### src/rtl/alu_pkg.sv
// Shared types and constants for the ALU result capture path.
package alu_pkg;

  localparam int RES_W    = 5;
  localparam int SAMPLE_W = 6;

  typedef struct packed {
    logic             gt_zero;
    logic [RES_W-1:0] result;
  } sample_t;

  typedef enum logic [1:0] {
    IDLE    = 2'd0,
    CAPTURE = 2'd1,
    DRAIN   = 2'd2
  } cap_state_e;

  function automatic logic [RES_W-1:0] res_max(input logic [RES_W-1:0] a,
                                                input logic [RES_W-1:0] b);
    logic [RES_W-1:0] m;
    if (b > a) begin
      m = b;
    end else begin
      m = a;
    end
    return m;
  endfunction

endpackage

### src/rtl/alu_result_capture_if.sv
// Capture-side control, sample input and readout port bundle.
interface alu_result_capture_if
  import alu_pkg::*;
#(
  parameter int CNT_W = 8
);

  logic                start;
  logic [RES_W-1:0]    result;
  logic                gt_zero;
  logic                out_ready;
  logic                out_valid;
  logic [SAMPLE_W-1:0] out_data;
  logic                busy;
  logic [CNT_W-1:0]    pos_count;
  logic                overflow;
  logic [RES_W-1:0]    max_result;

  modport master (
    output start, result, gt_zero, out_ready,
    input  out_valid, out_data, busy, pos_count, overflow, max_result
  );

  modport slave (
    input  start, result, gt_zero, out_ready,
    output out_valid, out_data, busy, pos_count, overflow, max_result
  );

endinterface

### src/rtl/sync_fifo.sv
// First-word-fall-through synchronous FIFO with occupancy count.
module sync_fifo #(
  parameter int DEPTH = 8,
  parameter int WIDTH = 6
) (
  input  logic                       clk,
  input  logic                       reset,
  input  logic                       push,
  input  logic                       pop,
  input  logic [WIDTH-1:0]           wdata,
  output logic [WIDTH-1:0]           rdata,
  output logic                       full,
  output logic                       empty,
  output logic [$clog2(DEPTH):0]     count
);

  localparam int AW = $clog2(DEPTH);

  logic [WIDTH-1:0] mem_r [DEPTH];
  logic [AW-1:0]    wr_ptr_r;
  logic [AW-1:0]    rd_ptr_r;
  logic [AW:0]      count_r;
  logic             pop_ok_s;
  logic             push_ok_s;

  // A full FIFO still takes a write when the head leaves in the same cycle.
  assign pop_ok_s  = pop & (count_r != (AW+1)'(0));
  assign push_ok_s = push & ((count_r < (AW+1)'(DEPTH)) | pop_ok_s);

  // Pointer and occupancy bookkeeping.
  always_ff @(posedge clk) begin
    if (reset) begin
      wr_ptr_r <= {AW{1'b0}};
      rd_ptr_r <= {AW{1'b0}};
      count_r  <= {(AW+1){1'b0}};
    end else begin
      if (push_ok_s) begin
        wr_ptr_r <= wr_ptr_r + AW'(1);
      end
      if (pop_ok_s) begin
        rd_ptr_r <= rd_ptr_r + AW'(1);
      end
      case ({push_ok_s, pop_ok_s})
        2'b10:   count_r <= count_r + (AW+1)'(1);
        2'b01:   count_r <= count_r - (AW+1)'(1);
        default: count_r <= count_r;
      endcase
    end
  end

  // Storage array; contents are only meaningful between the pointers.
  always_ff @(posedge clk) begin
    if (push_ok_s) begin
      mem_r[wr_ptr_r] <= wdata;
    end
  end

  assign rdata = mem_r[rd_ptr_r];
  assign full  = (count_r == (AW+1)'(DEPTH));
  assign empty = (count_r == (AW+1)'(0));
  assign count = count_r;

endmodule

### src/rtl/alu_result_capture.sv
// Captures {gt_zero, result} over a fixed window into a FIFO and keeps statistics.
// Optional feature macro: RESULT_MAX_EN (tracks the largest accepted result).
module alu_result_capture
  import alu_pkg::*;
#(
  parameter int DEPTH     = 8,
  parameter int N_SAMPLES = 16,
  parameter int CNT_W     = 8
) (
  input  logic                  clk,
  input  logic                  reset,
  alu_result_capture_if.slave   cap
);

  localparam int AW  = $clog2(DEPTH);
  localparam int SCW = (N_SAMPLES > 1) ? $clog2(N_SAMPLES) : 1;

  cap_state_e       state_r;
  cap_state_e       state_s;
  logic [SCW-1:0]   sample_cnt_r;
  logic [CNT_W-1:0] pos_count_r;
  logic             overflow_r;

  sample_t          in_sample_s;
  logic [SAMPLE_W-1:0] head_s;
  logic             full_s;
  logic             empty_s;
  logic [AW:0]      count_s;
  logic             capture_s;
  logic             clear_s;
  logic             last_s;
  logic             pop_s;
  logic             push_acc_s;

  assign in_sample_s = '{gt_zero: cap.gt_zero, result: cap.result};
  assign capture_s   = (state_r == CAPTURE);
  assign clear_s     = (state_r == IDLE) & cap.start;
  assign last_s      = (sample_cnt_r == SCW'(N_SAMPLES - 1));
  assign pop_s       = ~empty_s & cap.out_ready;
  assign push_acc_s  = capture_s & (~full_s | pop_s);

  sync_fifo #(
    .DEPTH (DEPTH),
    .WIDTH (SAMPLE_W)
  ) u_fifo (
    .clk   (clk),
    .reset (reset),
    .push  (push_acc_s),
    .pop   (pop_s),
    .wdata (in_sample_s),
    .rdata (head_s),
    .full  (full_s),
    .empty (empty_s),
    .count (count_s)
  );

  // Capture FSM state register.
  always_ff @(posedge clk) begin
    if (reset) begin
      state_r <= IDLE;
    end else begin
      state_r <= state_s;
    end
  end

  // Capture FSM next-state logic; start only matters in IDLE.
  always_comb begin
    state_s = state_r;
    case (state_r)
      IDLE: begin
        if (cap.start) begin
          state_s = CAPTURE;
        end else begin
          state_s = IDLE;
        end
      end
      CAPTURE: begin
        if (last_s) begin
          state_s = DRAIN;
        end else begin
          state_s = CAPTURE;
        end
      end
      DRAIN: begin
        if (count_s == (AW+1)'(0)) begin
          state_s = IDLE;
        end else begin
          state_s = DRAIN;
        end
      end
      default: state_s = IDLE;
    endcase
  end

  // Window counter and statistics; dropped samples still advance the window.
  always_ff @(posedge clk) begin
    if (reset) begin
      sample_cnt_r <= {SCW{1'b0}};
      pos_count_r  <= {CNT_W{1'b0}};
      overflow_r   <= 1'b0;
    end else if (clear_s) begin
      sample_cnt_r <= {SCW{1'b0}};
      pos_count_r  <= {CNT_W{1'b0}};
      overflow_r   <= 1'b0;
    end else if (capture_s) begin
      sample_cnt_r <= sample_cnt_r + SCW'(1);
      if (push_acc_s) begin
        if (cap.gt_zero && (pos_count_r != {CNT_W{1'b1}})) begin
          pos_count_r <= pos_count_r + CNT_W'(1);
        end
      end else begin
        overflow_r <= 1'b1;
      end
    end
  end

`ifdef RESULT_MAX_EN
  logic [RES_W-1:0] max_result_r;

  // Running unsigned maximum of accepted results.
  always_ff @(posedge clk) begin
    if (reset) begin
      max_result_r <= {RES_W{1'b0}};
    end else if (clear_s) begin
      max_result_r <= {RES_W{1'b0}};
    end else if (push_acc_s) begin
      max_result_r <= res_max(max_result_r, cap.result);
    end
  end

  assign cap.max_result = max_result_r;
`else
  assign cap.max_result = 5'd0;
`endif

  assign cap.out_valid = ~empty_s;
  assign cap.out_data  = head_s;
  assign cap.busy      = (state_r != IDLE);
  assign cap.pos_count = pos_count_r;
  assign cap.overflow  = overflow_r;

endmodule

### src/flat_wrapper.sv
// flat-port wrapper written by rule: the top's interface ports become plain ports
module alu_result_capture_flat import alu_pkg::*;
#(
  parameter int DEPTH     = 8,
  parameter int N_SAMPLES = 16,
  parameter int CNT_W     = 8
)
  (clk, reset, cap_start, cap_result, cap_gt_zero, cap_out_ready, cap_out_valid, cap_out_data, cap_busy, cap_pos_count, cap_overflow, cap_max_result);
  alu_result_capture_if #(.CNT_W(CNT_W)) cap_i ();
  input  logic clk;
  input  logic reset;
  input wire logic [$bits(cap_i.start)-1:0] cap_start;
  input wire logic [$bits(cap_i.result)-1:0] cap_result;
  input wire logic [$bits(cap_i.gt_zero)-1:0] cap_gt_zero;
  input wire logic [$bits(cap_i.out_ready)-1:0] cap_out_ready;
  output wire logic [$bits(cap_i.out_valid)-1:0] cap_out_valid;
  output wire logic [$bits(cap_i.out_data)-1:0] cap_out_data;
  output wire logic [$bits(cap_i.busy)-1:0] cap_busy;
  output wire logic [$bits(cap_i.pos_count)-1:0] cap_pos_count;
  output wire logic [$bits(cap_i.overflow)-1:0] cap_overflow;
  output wire logic [$bits(cap_i.max_result)-1:0] cap_max_result;
  assign cap_i.start = cap_start;
  assign cap_i.result = cap_result;
  assign cap_i.gt_zero = cap_gt_zero;
  assign cap_i.out_ready = cap_out_ready;
  assign cap_out_valid = cap_i.out_valid;
  assign cap_out_data = cap_i.out_data;
  assign cap_busy = cap_i.busy;
  assign cap_pos_count = cap_i.pos_count;
  assign cap_overflow = cap_i.overflow;
  assign cap_max_result = cap_i.max_result;
  alu_result_capture #(.DEPTH(DEPTH), .N_SAMPLES(N_SAMPLES), .CNT_W(CNT_W)) u_core (.clk(clk), .reset(reset), .cap(cap_i));
endmodule
### config.mk
export PLATFORM = sky130hd
export DESIGN_NAME = alu_result_capture_flat
export DESIGN_NICKNAME = d
export VERILOG_FILES = /design/src/rtl/alu_pkg.sv /design/src/rtl/alu_result_capture_if.sv /design/src/rtl/sync_fifo.sv /design/src/rtl/alu_result_capture.sv /design/src/flat_wrapper.sv
export SDC_FILE = /design/constraint.sdc
export NUM_CORES = 1
export LEC_CHECK = 0
export CAP_MARGIN = 15
export CORE_ASPECT_RATIO = 0.6
export CORE_UTILIZATION = 30
export DETAILED_ROUTE_END_ITERATION = 6
export GPL_TIMING_DRIVEN = 0
export PLACE_DENSITY = 0.53
export SLEW_MARGIN = 40
export SYNTH_ARGS = -nofsm -noshare
export SYNTH_HDL_FRONTEND = slang
export SYNTH_HIERARCHICAL = 1
export SYNTH_SLANG_ARGS = --single-unit
### constraint.sdc
create_clock -name clk -period 2.6 [get_ports clk]
set_clock_uncertainty 0.15 [all_clocks]
set_input_delay 0.52 -clock clk [delete_from_list [all_inputs] [get_ports clk]]
set_output_delay 0.52 -clock clk [all_outputs]
set_load 0.05 [all_outputs]
==> results of run 1 <==
==> cell usage in the layout (no fill, tap or decap), types with 3 or more instances in the layout <==
| cell type | netlist | layout |
|---|---|---|
| mux4_2 | 0 | 3 |
| conb_1 | 1 | 5 |
| o21ai_0 | 6 | 5 |
| inv_1 | 5 | 3 |
| clkbuf_16 | 0 | 10 |
| a21oi_1 | 10 | 8 |
| nand3_1 | 3 | 3 |
| ha_1 | 7 | 4 |
| mux2_2 | 7 | 6 |
| mux4_1 | 12 | 9 |
| xor2_1 | 7 | 7 |
| nand4_1 | 3 | 3 |
| mux2i_1 | 5 | 5 |
| dfxtp_4 | 0 | 3 |
| nand2b_1 | 5 | 4 |
| nand2_1 | 8 | 8 |
| buf_4 | 5 | 18 |
| buf_6 | 2 | 4 |
| edfxtp_1 | 48 | 48 |
| clkbuf_1 | 4 | 3 |
| nor2_1 | 28 | 25 |
| clkdlybuf4s50_1 | 0 | 20 |
| dfxtp_1 | 28 | 23 |
| bufinv_16 | 0 | 3 |
==> stage by stage <==
step | TNS [ps] | power [mW] | instance area, um2
after floorplan | 0 | 1.64 | 3310
after global placement | -24420 | 1.75 | 3750
after detailed placement | -22750 | 1.76 | 3760
after CTS | 0 | 3.21 | 4180
after global routing | -106 | 3.37 | 4290
final | 0 | 3.24 | 4290
==> power by group through the flow <==
stage               registers (mW)  clock network [mW]  logic, mW
finish                        1.35                1.42      0.478
global route                  1.35                1.50      0.513
CTS                           1.36                1.44      0.410
detailed placement            1.37                   0      0.386
global placement              1.37                   0      0.382
floorplan                     1.36                   0      0.279
==> how the worst max path moves through the flow <==
stage / startpoint / end / slack, ps / cells after the start
after floorplan: u_core/state_r[0]$_SDFF_PP0_ / u_core/u_fifo/count[2]$_SDFFE_PP0P_ / 10 / 11
after global placement: cap_out_ready / u_core/u_fifo/mem_r[0][2]$_DFFE_PP_ / -740 / 6
after detailed placement: cap_out_ready / u_core/u_fifo/mem_r[4][1]$_DFFE_PP_ / -670 / 6
after CTS: u_core/u_fifo/count[3]$_SDFFE_PP0P_ / u_core/u_fifo/count[2]$_SDFFE_PP0P_ / 3 / 11
after global routing: u_core/u_fifo/count[0]$_SDFFE_PP0P_ / u_core/u_fifo/count[2]$_SDFFE_PP0P_ / -70 / 11
final: cap_out_ready / u_core/u_fifo/count[2]$_SDFFE_PP0P_ / 40 / 11
==> critical path: cells and delay by family <==
kind	cells	cell delay, ps
compound gates	3	430
xor+xnor	2	310
fa+ha+maj	2	370
buf+inv	2	600
simple gates	2	430
==> flip-flops by register name (all words and copies together) (netlist names), named ones only <==
register / cells
u_core/u_fifo/count: 4
u_core/u_fifo/rd_ptr_r: 3
u_core/cap.pos_count: 8
u_core/sample_cnt_r: 4
u_core/u_fifo/wr_ptr_r: 3
u_core/u_fifo/mem_r: 48
u_core/cap.overflow: 1
u_core/state_r: 2
==> cell families after synthesis <==
group / share of synthesized area
other cells: 0.00115
simple gates: 0.105
fa+ha+maj: 0.0268
flops: 0.612
compound gates: 0.0601
xor+xnor: 0.0241
buf+inv: 0.0314
mux: 0.139
==> layer usage <==
layer  global-route usage  share of wire  routed length (um)
met1                0.176           0.53                3520
met2                0.174           0.44                2890
met3               0.0385          0.025                 165
met4               0.0360         0.0089                  59
met5                    0              0                   0
==> what timing repair did <==
item                       CTS  global route
setup buffers                5             6
pin swaps                    3             6
cloned                       0             1
setup endpoints to repair   46            26
hold buffers                 0             0
gates resized for setup     55            22
==> layout make-up <==
type	count	area, um2	area share
plain buffers	12	90.1	0.0210
clock buffers	10	229	0.0534
clock inverters	6	113	0.0262
inverters	5	21.3	0.00496
multi-input cells	143	1290	0.300
flip-flops and latches	76	2020	0.470
well taps	139	174	0.0405
repair buffers	38	362	0.0843
==> results.md, run 1 <==
* Outcome: finished, final reports clean
* Synth area leader: edfxtp_1
* CTS root buf: clkbuf_16
* Routed Antenna Nets at 0
* HP Class: register to register
* Fillers at approximately 1000
* CTS tree: yes
* Worst Hold Path EP: u_core/u_fifo/wr_ptr_r[0]$_SDFFE_PP0P_
* Unique cell type count in the Yosys netlist at between 40 and 50
* Iteration-0 DRC Markers at 150
* Slew at the pin with the worst max-slew slack at 773 ps
* Hold path start: u_core/u_fifo/wr_ptr_r[0]$_SDFFE_PP0P_
* GRT Total Usage at 0.122
* Vias in the first global route at 1937
* Dpl ws at -673 ps
* Area growth syn-to-layout at 31.2%
* Number of enable flip-flop cells after synthesis at 48
* Unrepaired setup endpoints after global routing: yes
* Final wirelength at about 6600 um
* CTS HTree Levels at 3
* FP Rows at 29
* CP max stage cell: clkdlybuf4s50_1
* Reg-to-reg endpoint: u_core/u_fifo/count[2]$_SDFFE_PP0P_
* WP data arrival at around 2700 ps
* Minimum clock period at between 2000 and 3000 ps
* Int Power at 2.48 mW
* Largest net degree at the start of global routing at 15
* Min Hold Slack at 338 ps
* Antenna diodes at 0
* Most frequent cells after synthesis: edfxtp_1, dfxtp_1, nor2_1
* RePlAce Congestion at 0.697
* CTS max path bufs at 2
* Post-synth top area share at 0.441
* DIE AREA at around 11000 um2
* Port Buffers at 26
* CTS clk-pin slew, worst paths at roughly 60 ps
* Die span in y at 82.9 um
* Achievable frequency at 391 MHz
* Routed vias at slightly above 2000
* Sw power at 765 uW
* Chip width at around 140 um
* Total congestion overflow at 0
* Gate Count Post-Synth at 233
* Initial antenna violation count at 0
* Dpl hpwl at roughly 4300 um
* Initial Utilization at 0.309
* Inst Count DP at about 400
* First-pass GRT wire length at about 10000 um
* Crit path largest cell delay at between 500 and 600 ps
* Leakage at ~1.5 nW
* Cell area after synthesis at roughly 3300 um2
* Core Area at approximately 11000 um2
* Reg-to-reg setup timing slack at 50 ps
* Area contributors post-synth: edfxtp_1, dfxtp_1, mux4_1
* Maxcap violations at 0
* Comb power frac at 0.147
* Vias per cell at approximately 4.7
* Layout Cells excl Fill at 429
* Worst-Skew Late Latency at 330 ps
* WL/cell at 15.5 um
* Critical Path, Cell by Cell: clkdlybuf4s50_1, nand2b_4, inv_4, o41a_1, ha_4, xor2_1, ha_2, a21oi_2, xor2_1, or3_1, a21oi_2
* Seq/Total Area, Yosys at 0.612
* Pwr dens at 756 nW/um2
* Synthesized area per cell at ~14 um2
* Count of final setup violators at 0
* Sw Ratio at 0.236
* Total CTS buffers at 9
* Residual DRC at 0
* Final worst path period share at 0.983
* Setup ws final at 43.6 ps
* Number of clock sinks at between 70 and 80
* Final Slew Violations at 0
* Startpoint types: input port
* Max_slew headroom at 0.483
* Reg2Reg Depth at 11
* Nets at around 300
* Peak VDD IR at 0.343 mV
* Async SR Flop Fraction at 0
* Crit-path max FO at 4
* Warnings from Yosys at 6
* Yosys reg bits at 76
* Critical path class: input port to register
* CP Capture Type: register
* Pre-antenna DRT Iters at 4
* RR Startpoint: u_core/u_fifo/count[0]$_SDFFE_PP0P_
* I/O pin count at 32
* Final Hold Viols at 0
* Prevailing post-synth register cell: edfxtp_1
* Layout cells sized above 1 at 0.272
* Clock network fraction of design power at 0.437
* Critical Path RT at between 2000 and 3000 ps
* Sequential power share at 0.416
* Hold Path Stages at 2
* Layout Utilization at 0.405
* Count leader, synth: edfxtp_1
Power figures use the tool's default switching activity.
==> run 2, diff against run 1 <==
--- a/config.mk
+++ b/config.mk
@@ -8,6 +8,7 @@
 export CAP_MARGIN = 15
 export CORE_ASPECT_RATIO = 0.6
 export CORE_UTILIZATION = 30
+export CTS_CLUSTER_SIZE = 25
 export DETAILED_ROUTE_END_ITERATION = 6
 export GPL_TIMING_DRIVEN = 0
 export PLACE_DENSITY = 0.53
==> results of run 2 <==
The final DEF is identical to that of run 1; final timing and power are the same.
